[src/rtl/pmem_burst_pkg.sv]
// Shared constants, types and helpers for the L2 physical-memory burst responder.
// Converts line-wide requests into BEATS-beat bursts.
package pmem_burst_pkg;

    localparam int unsigned LINE_WIDTH  = 256;
    localparam int unsigned BURST_WIDTH = 64;
    localparam int unsigned ADDR_WIDTH  = 32;
    localparam int unsigned BEATS       = LINE_WIDTH / BURST_WIDTH;
    localparam int unsigned CNT_WIDTH   = (BEATS > 1) ? $clog2(BEATS) : 1;
    localparam int unsigned LINE_BYTES  = LINE_WIDTH / 8;
    localparam int unsigned OFFSET_BITS = $clog2(LINE_BYTES);

    typedef logic [LINE_WIDTH-1:0]  line_t;
    typedef logic [BURST_WIDTH-1:0] beat_t;
    typedef logic [ADDR_WIDTH-1:0]  addr_t;
    typedef logic [CNT_WIDTH-1:0]   cnt_t;

    typedef enum logic [1:0] {
        ST_IDLE        = 2'd0,
        ST_READ_BURST  = 2'd1,
        ST_WRITE_BURST = 2'd2,
        ST_DONE        = 2'd3
    } state_e;

    // Clear the byte-offset bits so the burst always starts on a line boundary.
    function automatic addr_t line_align(input addr_t addr);
        return addr & ~addr_t'(LINE_BYTES - 1);
    endfunction

    // Beat count must be a power of two so the counter wraps naturally.
    function automatic bit beats_is_pow2();
        return (BEATS != 0) && ((BEATS & (BEATS - 1)) == 0);
    endfunction

endpackage : pmem_burst_pkg

[src/rtl/pmem_line_buffer.sv]
// One cacheline of storage: full-line parallel load, per-beat write at an
// index, and a combinational per-beat read mux.
module pmem_line_buffer
    import pmem_burst_pkg::*;
(
    input  logic  clk,
    input  logic  rst,
    input  logic  load_en,
    input  line_t load_line,
    input  logic  beat_we,
    input  cnt_t  wr_idx,
    input  beat_t wr_beat,
    input  cnt_t  rd_idx,
    output line_t line,
    output beat_t rd_beat_c
);

    // Full-line load takes priority over a beat write; the FSM never asks for both.
    always_ff @(posedge clk or posedge rst) begin
        if (rst) begin
            line <= '0;
        end else if (load_en) begin
            line <= load_line;
        end else if (beat_we) begin
            for (int i = 0; i < int'(BEATS); i++) begin
                if (wr_idx == cnt_t'(i)) begin
                    line[i*BURST_WIDTH +: BURST_WIDTH] <= wr_beat;
                end
            end
        end
    end

    always_comb begin
        rd_beat_c = '0;
        for (int i = 0; i < int'(BEATS); i++) begin
            if (rd_idx == cnt_t'(i)) begin
                rd_beat_c = line[i*BURST_WIDTH +: BURST_WIDTH];
            end
        end
    end

endmodule : pmem_line_buffer

[src/rtl/pmem_burst_responder.sv]
// Memory-side responder for the L2 line interface: turns each line read or
// write into a BEATS-beat burst and returns one pmem_resp pulse per line.
module pmem_burst_responder
    import pmem_burst_pkg::*;
(
    input  logic                   clk,
    input  logic                   rst,
    input  logic [ADDR_WIDTH-1:0]  pmem_address,
    input  logic                   pmem_read,
    input  logic                   pmem_write,
    input  logic [LINE_WIDTH-1:0]  pmem_wdata,
    output logic [LINE_WIDTH-1:0]  pmem_rdata,
    output logic                   pmem_resp,
    output logic [ADDR_WIDTH-1:0]  burst_address,
    output logic                   burst_read,
    output logic                   burst_write,
    output logic [BURST_WIDTH-1:0] burst_wdata,
    input  logic [BURST_WIDTH-1:0] burst_rdata,
    input  logic                   burst_resp
);

    localparam cnt_t LAST_BEAT = cnt_t'(BEATS - 1);
    localparam bit   BEATS_OK  = beats_is_pow2();

    state_e state_q;
    state_e state_d;
    cnt_t   cnt_q;
    cnt_t   cnt_d;
    addr_t  addr_d;
    beat_t  wdata_d;
    logic   load_en;
    logic   beat_we;
    logic   burst_read_d;
    logic   burst_write_d;
    logic   pmem_resp_d;
    line_t  buf_line;
    beat_t  buf_beat_c;

    pmem_line_buffer u_line_buffer (
        .clk       (clk),
        .rst       (rst),
        .load_en   (load_en),
        .load_line (pmem_wdata),
        .beat_we   (beat_we),
        .wr_idx    (cnt_q),
        .wr_beat   (burst_rdata),
        .rd_idx    (cnt_d),
        .line      (buf_line),
        .rd_beat_c (buf_beat_c)
    );

    assign pmem_rdata = buf_line;

    // Next-state, counter and next-output decode; registered outputs follow state_d.
    always_comb begin
        state_d = state_q;
        cnt_d   = cnt_q;
        addr_d  = burst_address;
        load_en = 1'b0;
        beat_we = 1'b0;

        unique case (state_q)
            ST_IDLE: begin
                if (pmem_write) begin
                    state_d = ST_WRITE_BURST;
                    cnt_d   = '0;
                    addr_d  = line_align(pmem_address);
                    load_en = 1'b1;
                end else if (pmem_read) begin
                    state_d = ST_READ_BURST;
                    cnt_d   = '0;
                    addr_d  = line_align(pmem_address);
                end
            end
            ST_READ_BURST: begin
                if (burst_resp) begin
                    beat_we = 1'b1;
                    cnt_d   = cnt_t'(cnt_q + cnt_t'(1));
                    if (cnt_q == LAST_BEAT) begin
                        state_d = ST_DONE;
                    end
                end
            end
            ST_WRITE_BURST: begin
                if (burst_resp) begin
                    cnt_d = cnt_t'(cnt_q + cnt_t'(1));
                    if (cnt_q == LAST_BEAT) begin
                        state_d = ST_DONE;
                    end
                end
            end
            ST_DONE: begin
                state_d = ST_IDLE;
            end
            default: begin
                state_d = ST_IDLE;
            end
        endcase

        // The buffer is not yet loaded on accept, so beat 0 comes straight from pmem_wdata.
        wdata_d       = load_en ? pmem_wdata[BURST_WIDTH-1:0] : buf_beat_c;
        burst_read_d  = (state_d == ST_READ_BURST);
        burst_write_d = (state_d == ST_WRITE_BURST);
        pmem_resp_d   = (state_d == ST_DONE) && BEATS_OK;
    end

    always_ff @(posedge clk or posedge rst) begin
        if (rst) begin
            state_q       <= ST_IDLE;
            cnt_q         <= '0;
            burst_address <= '0;
            burst_read    <= 1'b0;
            burst_write   <= 1'b0;
            burst_wdata   <= '0;
            pmem_resp     <= 1'b0;
        end else begin
            state_q       <= state_d;
            cnt_q         <= cnt_d;
            burst_address <= addr_d;
            burst_read    <= burst_read_d;
            burst_write   <= burst_write_d;
            burst_wdata   <= wdata_d;
            pmem_resp     <= pmem_resp_d;
        end
    end

endmodule : pmem_burst_responder

[config.mk]
export PLATFORM = sky130hd
export DESIGN_NAME = pmem_burst_responder
export DESIGN_NICKNAME = d
export VERILOG_FILES = /design/src/rtl/pmem_burst_pkg.sv /design/src/rtl/pmem_line_buffer.sv /design/src/rtl/pmem_burst_responder.sv
export SDC_FILE = /design/constraint.sdc
export NUM_CORES = 1
export LEC_CHECK = 0
export ABC_AREA = 1
export BUFFER_PORTS_ARGS = -buffer_cell sky130_fd_sc_hd__buf_2
export CAP_MARGIN = 5
export CORE_AREA = 2 2 275 277
export CTS_CLUSTER_DIAMETER = 40
export DETAILED_ROUTE_END_ITERATION = 8
export DIE_AREA = 0 0 277 279
export PLACE_DENSITY = 0.56
export SETUP_SLACK_MARGIN = 0.2
export SLEW_MARGIN = 20
export SYNTH_ARGS = -nofsm -noshare
export SYNTH_HDL_FRONTEND = slang
export SYNTH_SLANG_ARGS = --single-unit
[constraint.sdc]
create_clock -name clk -period 17.2 [get_ports clk]
set_clock_uncertainty 0.15 [all_clocks]
set_input_delay 5.16 -clock clk [delete_from_list [all_inputs] [get_ports clk]]
set_output_delay 5.16 -clock clk [all_outputs]
set_load 0.03 [all_outputs]
* After elaboration in Yosys (flattened, before gate mapping)
Index checks and enable logic that the tools add are counted.
** Storage, ports and cells
- Output and inout bits :: 355
- Flip-flop bits (word level) :: 359
- Logic and storage cells :: 65
- Input bits :: 357
** Cells by class
- Equal/unequal tests :: 12
- Add/sub/neg operators :: 1
- Reductions and logical operators :: 15
- Mux-type cells :: 26
** Operator list (number)
- 64-bit 2-to-1 mux :: 9
- 256-bit 2-to-1 mux :: 2
- 32-bit 2-to-1 mux :: 2
- 2-bit equality test, second input constant :: 8
- 2-bit 2-to-1 mux :: 7
- 2-bit nonzero test :: 6
- 2-bit AND reduction :: 5
- 2-bit by 1-bit equality test with 1-bit output, second input constant :: 4
- 2-bit logical NOT :: 3
- 2-bit one-hot mux with 3 select lines :: 1
- 1-bit 2-to-1 mux :: 4
- 2-bit one-hot mux with 2 select lines :: 1
- 2-bit by 1-bit adder with 2-bit output, second input constant :: 1
- 2-bit OR reduction :: 1

* Logic depth before layout (Yosys ltp)
- Depth in word-level cells :: 9
- Mapped depth :: 13
- Gate-level depth less buffers :: 12

* Cells and area by module
A second synthesis with hierarchy kept.
** Second synthesis, totals
- Cells, all modules :: 2543
- Area total of the unflattened synthesis :: 18604.1 µm²
** Modules (own cells, without submodules)
- pmem_line_buffer :: seq. area each 6406.1 µm², instances 1, area each 14640.3 µm², cells each 2098
- pmem_burst_responder :: seq. area each 2452.4 µm², instances 1, area each 3963.8 µm², cells each 445

* Worst setup path before layout
OpenSTA, ideal clock, no wires.
- Path kind :: input to register
- From :: input port pmem_read
- To :: register burst_wdata[53]
- Data arrival time :: 6144 ps
- Setup slack :: 10789 ps
- Setup time :: 117 ps
- Path buffers :: 2
- Stages on the path :: 10
- Required time :: 16933 ps
- Cell sequence :: nor2_1 nand2_1 nand3_1 nand2_2 nor2_4 buf_4 clkbuf_4 a21oi_1 nand2_1 nand2_1
** On the way
- Cells in the longest elaborated chain, start to end :: 9
- Elaborated cells between the ends (all ways) :: 12
- Classes of those cells :: eq/ne: 3; mux: 8; reduce/logical: 1
** RTL lines
- start: declaration :: line pmem_burst_responder.sv:9 : input logic pmem_read,
- 2-bit 2-to-1 mux * :: line pmem_burst_responder.sv:69 : end else if (pmem_read) begin
- 2-bit 2-to-1 mux * :: line pmem_burst_responder.sv:64 : if (pmem_write) begin
- 2-bit one-hot mux with 2 select lines * :: line pmem_burst_responder.sv:62 : unique case (state_q)
- 2-bit logical NOT :: line pmem_line_buffer.sv:36 : if (rd_idx == cnt_t'(i)) begin
- 64-bit 2-to-1 mux (3 in series) :: line pmem_line_buffer.sv:36
- 64-bit 2-to-1 mux * :: line pmem_line_buffer.sv:36
- 64-bit 2-to-1 mux * :: line pmem_burst_responder.sv:101 : wdata_d = load_en ? pmem_wdata[BURST_WIDTH-1:0] : buf_beat_c;
- via wdata_d[53] :: line pmem_burst_responder.sv:30 : beat_t wdata_d;
- end signal: assignment :: line pmem_burst_responder.sv:122 : burst_wdata <= wdata_d;
- end: declaration :: line pmem_burst_responder.sv:17 : output logic [BURST_WIDTH-1:0] burst_wdata,
The timed path passes the listed nets; every way through them passes the cells marked *.
A chain may end at the register's enable or synchronous reset.

* Worst setup path after layout
- From :: input port pmem_write
- To :: register u_line_buffer.line[33]
** On the way
- Cells in the longest elaborated chain, start to end :: 4
- Elaborated cells between the ends (all ways) :: 6
- Classes of those cells :: mux: 3; reduce/logical: 3
** RTL lines
- start: declaration :: line pmem_burst_responder.sv:10 : input logic pmem_write,
- 1-bit 2-to-1 mux * :: line pmem_burst_responder.sv:64
- 1-bit 2-to-1 mux * :: line pmem_burst_responder.sv:62
- 2-bit nonzero test (no line)
- 2-bit AND reduction (no line)
- end signal: assignment :: line pmem_line_buffer.sv:23 : line <= load_line;
- end signal: indexed assignment :: line pmem_line_buffer.sv:27 : line[i*BURST_WIDTH +: BURST_WIDTH] <= wr_beat;
- end: declaration :: line pmem_line_buffer.sv:14 : output line_t line,
Every way passes the cells marked *; elsewhere a longest branch is shown, timed or not.

==> reports/metrics.csv <==
stage,metric,value,unit
status,outcome,completed,
global_routing,largest net degree at the start of global routing,153,
synthesis,asr flop ratio synth,100,%
run,max cap viols,0,
synthesis,#FFs+latches synth,354,
cts,Setup Buffers After CTS,0,
timing,final worst path period share,46.5,%
setup_path,path depth of the worst reg2reg path,8,
synthesis,post-synthesis sequential area ratio,52.2,%
cts,"Clk pin slew, worst setup/hold paths",0.05,ns
cts,cts hold-fix bufs,0,
finish,Fill cells,7872,
finish,area of the multi-input gates,0.00701,mm²
timing,Slew @ Worst Pin,1.09,ns
setup_path,Setup Crit Path Kind,in -> reg,
synthesis,largest cells by area after synthesis,"dfrtp_1 (52%), nand2_1 (17%), o211ai_1 (11%)",
cts,CTS tree,done,
place,IO buf count,701,
cts,htree depth,3,
timing,RSZ-0062 raised after global routing,false,
setup_path,flop2flop setup slack,13.13,ns
setup_path,"slowest stage delay, CP",0.84,ns
setup_path,Crit path max-delay family,buffers and inverters,
timing,fmax,125,MHz
synthesis,most frequent cell after synthesis,nand2_1,
place,GP Congestion,0.834,
timing,Final setup viols,0,
route,drt first pass iters,5,
place,DP HPWL,51300,µm
die,I/O Pins,712,
synthesis,share of the synthesized area in the top cell type,52.2,%
setup_path,crit-path max FO,105,
finish,Reg area,0.00886,mm²
synthesis,synthesized area per cell,8.34,µm²
setup_path,CP max-delay cell,buf_4,
die,row cnt,100,
route,wire per inst,20.3,µm
global_routing,GRT overflow,0,
synthesis,post-synth top area cell,dfrtp_1,
place,Placed Instance Area,0.0214,mm²
die,core area,0.0741,mm²
cts,worst skew pair latency,0.60,ns
synthesis,Yosys cell types,24,
timing,pins over their slew limit,0,
route,Via density,4.70,
synthesis,"EDFF count, synth",0,
synthesis,Gate Count Post-Synth,2037,
synthesis,Synth Flop Type,dfrtp_1,
setup_path,reg2reg end,u_line_buffer.line[33],
global_routing,first-pass GRT wire length,112000,µm
setup_path,reg2reg start,state_q[1],
global_routing,GRT Overall Usage,19.1,%
setup_path,Crit path top cell by count,buf_4,
setup_path,Worst EP arrival,8.36,ns
setup_path,CP endpoint kind,register,
min_path,Hold Path Depth,1,
setup_path,data required time of the worst path,17.57,ns
power,peak supply drop,0.107,mV
finish,"Design Area, Final",0.0239,mm²
cts,Post-CTS Resized,0,
synthesis,synthesized area,0.0170,mm²
cts,# clock sinks,354,
die,die area,0.0773,mm²
timing,hold violation count in the final report,0,
route,routed vias,17500,
timing,slew margin rel.,27.3,%
power,cell area power density,243,mW/mm²
synthesis,Ys Warns,0,
cts,Longest Clk Path Bufs,3,
cts,CTS root buffer,clkbuf_16,
synthesis,Post-synth top cells,"nand2_1 (755), dfrtp_1 (354), o211ai_1 (256), nand3_1 (195), inv_1 (139)",
die,chip width,277,µm
route,detailed router's first-iteration violation count,1087,
cts,Num CTS Buffers,74,
min_path,hold endpoint,burst_address[21],
global_routing,initial antenna violation count,7,
min_path,Worst Hold Class,reg -> reg,
setup_path,"Buf+Inv Stages, Crit Path",4,
global_routing,vias in the first global route,17500,
die,Starting Density,22.9,%
finish,area grow syn2layout,40.7,%
power,Lkg Pwr,12.2,nW
timing,Setup TNS,0,ns
route,Post-Route WL,75700,µm
route,ANT nets after route,0,
min_path,hold_sp,burst_address[21],
finish,final-stage net count,3063,
finish,share of post-route cells with drive strength above 1,32.5,%
route,residual DRC count,0,
die,Die H,279,µm
setup_path,CP startpoint kind,input pin,
setup_path,crit-path cells,"buf_2, nand2_4, inv_8, buf_4, buf_4, nand2_1, o211ai_1",
timing,min Tclk post-route,7.99,ns
==> cell type report <==
class / instances / share of cell area (%)
sequential: 354 / 37.1
clock buffer: 105 / 9.17
antenna: 7 / 0.0733
timing repair buffer: 728 / 15.6
multi-input combinational: 1399 / 29.4
tap: 969 / 5.07
clock inverter: 29 / 1.39
inverter: 142 / 2.29
==> flip-flops by register name, summed over array words and instances (netlist names) <==
signal,cells
burst_write,1
burst_address,27
u_line_buffer.line,256
burst_wdata,64
pmem_resp,1
burst_read,1
cnt_q,2
state_q,2
==> stage by stage <==
step	setup WS, ns	instances	total power, mW	hold WS (ns)	utilization (%)
after floorplan	2.07	2041	3.42	0.374	-
after global placement	8.60	3592	4.38	0.332	28.8
after detailed placement	8.62	3592	4.41	0.338	28.8
after CTS	9.28	3726	5.86	0.348	32.2
after global routing	9.06	3730	6.16	0.358	32.3
final	9.21	3733	5.81	0.344	32.3
==> worst max path at each step <==
stage | cells after the start | from | slack, ns | end
after floorplan | 1 | rst | 2.07 | burst_address[10]
after global placement | 7 | pmem_write | 8.60 | u_line_buffer.line[33]
after detailed placement | 7 | pmem_write | 8.62 | u_line_buffer.line[24]
after CTS | 7 | pmem_write | 9.28 | u_line_buffer.line[17]
after global routing | 7 | pmem_write | 9.06 | u_line_buffer.line[33]
final | 7 | pmem_write | 9.21 | u_line_buffer.line[33]
==> cell families after synthesis <==
family,Yosys count,share of synthesized area (%)
flops,354,52.2
compound gates,352,14.5
mux,27,1.79
buf+inv,288,7.16
other cells,1,0.0221
simple gates,1008,23.8
fa+ha+maj,7,0.516
==> layout by cell type, fill, tap and decap left out, types with 27 or more instances in the layout <==
cell	count
a21oi_1	66
buf_2	701
clkbuf_16	76
dfrtp_1	354
inv_1	137
mux2_2	27
nand2_1	751
nand3_1	195
nor2_1	54
o211ai_1	256
==> layer usage <==
| layer | routed length (µm) | share of wire, % | vias up | GRT usage [%] |
|---|---|---|---|---|
| met5 | 23 | 0.030 | - | 0 |
| met4 | 2280 | 3.0 | 4 | 7.09 |
| met3 | 5830 | 7.7 | 130 | 4.65 |
| met2 | 37300 | 49 | 763 | 33.0 |
| met1 | 30300 | 40 | 8506 | 22.8 |
| li1 | - | - | 8146 | - |
==> report_power, final <==
group          switching [mW]  total [mW]  internal [mW]  leakage, nW
Clock                   0.495        1.43          0.935         1.22
Combinational            2.04        2.84          0.795         6.64
Sequential              0.294        1.55           1.25         4.32
Power figures use the tool's default switching activity.
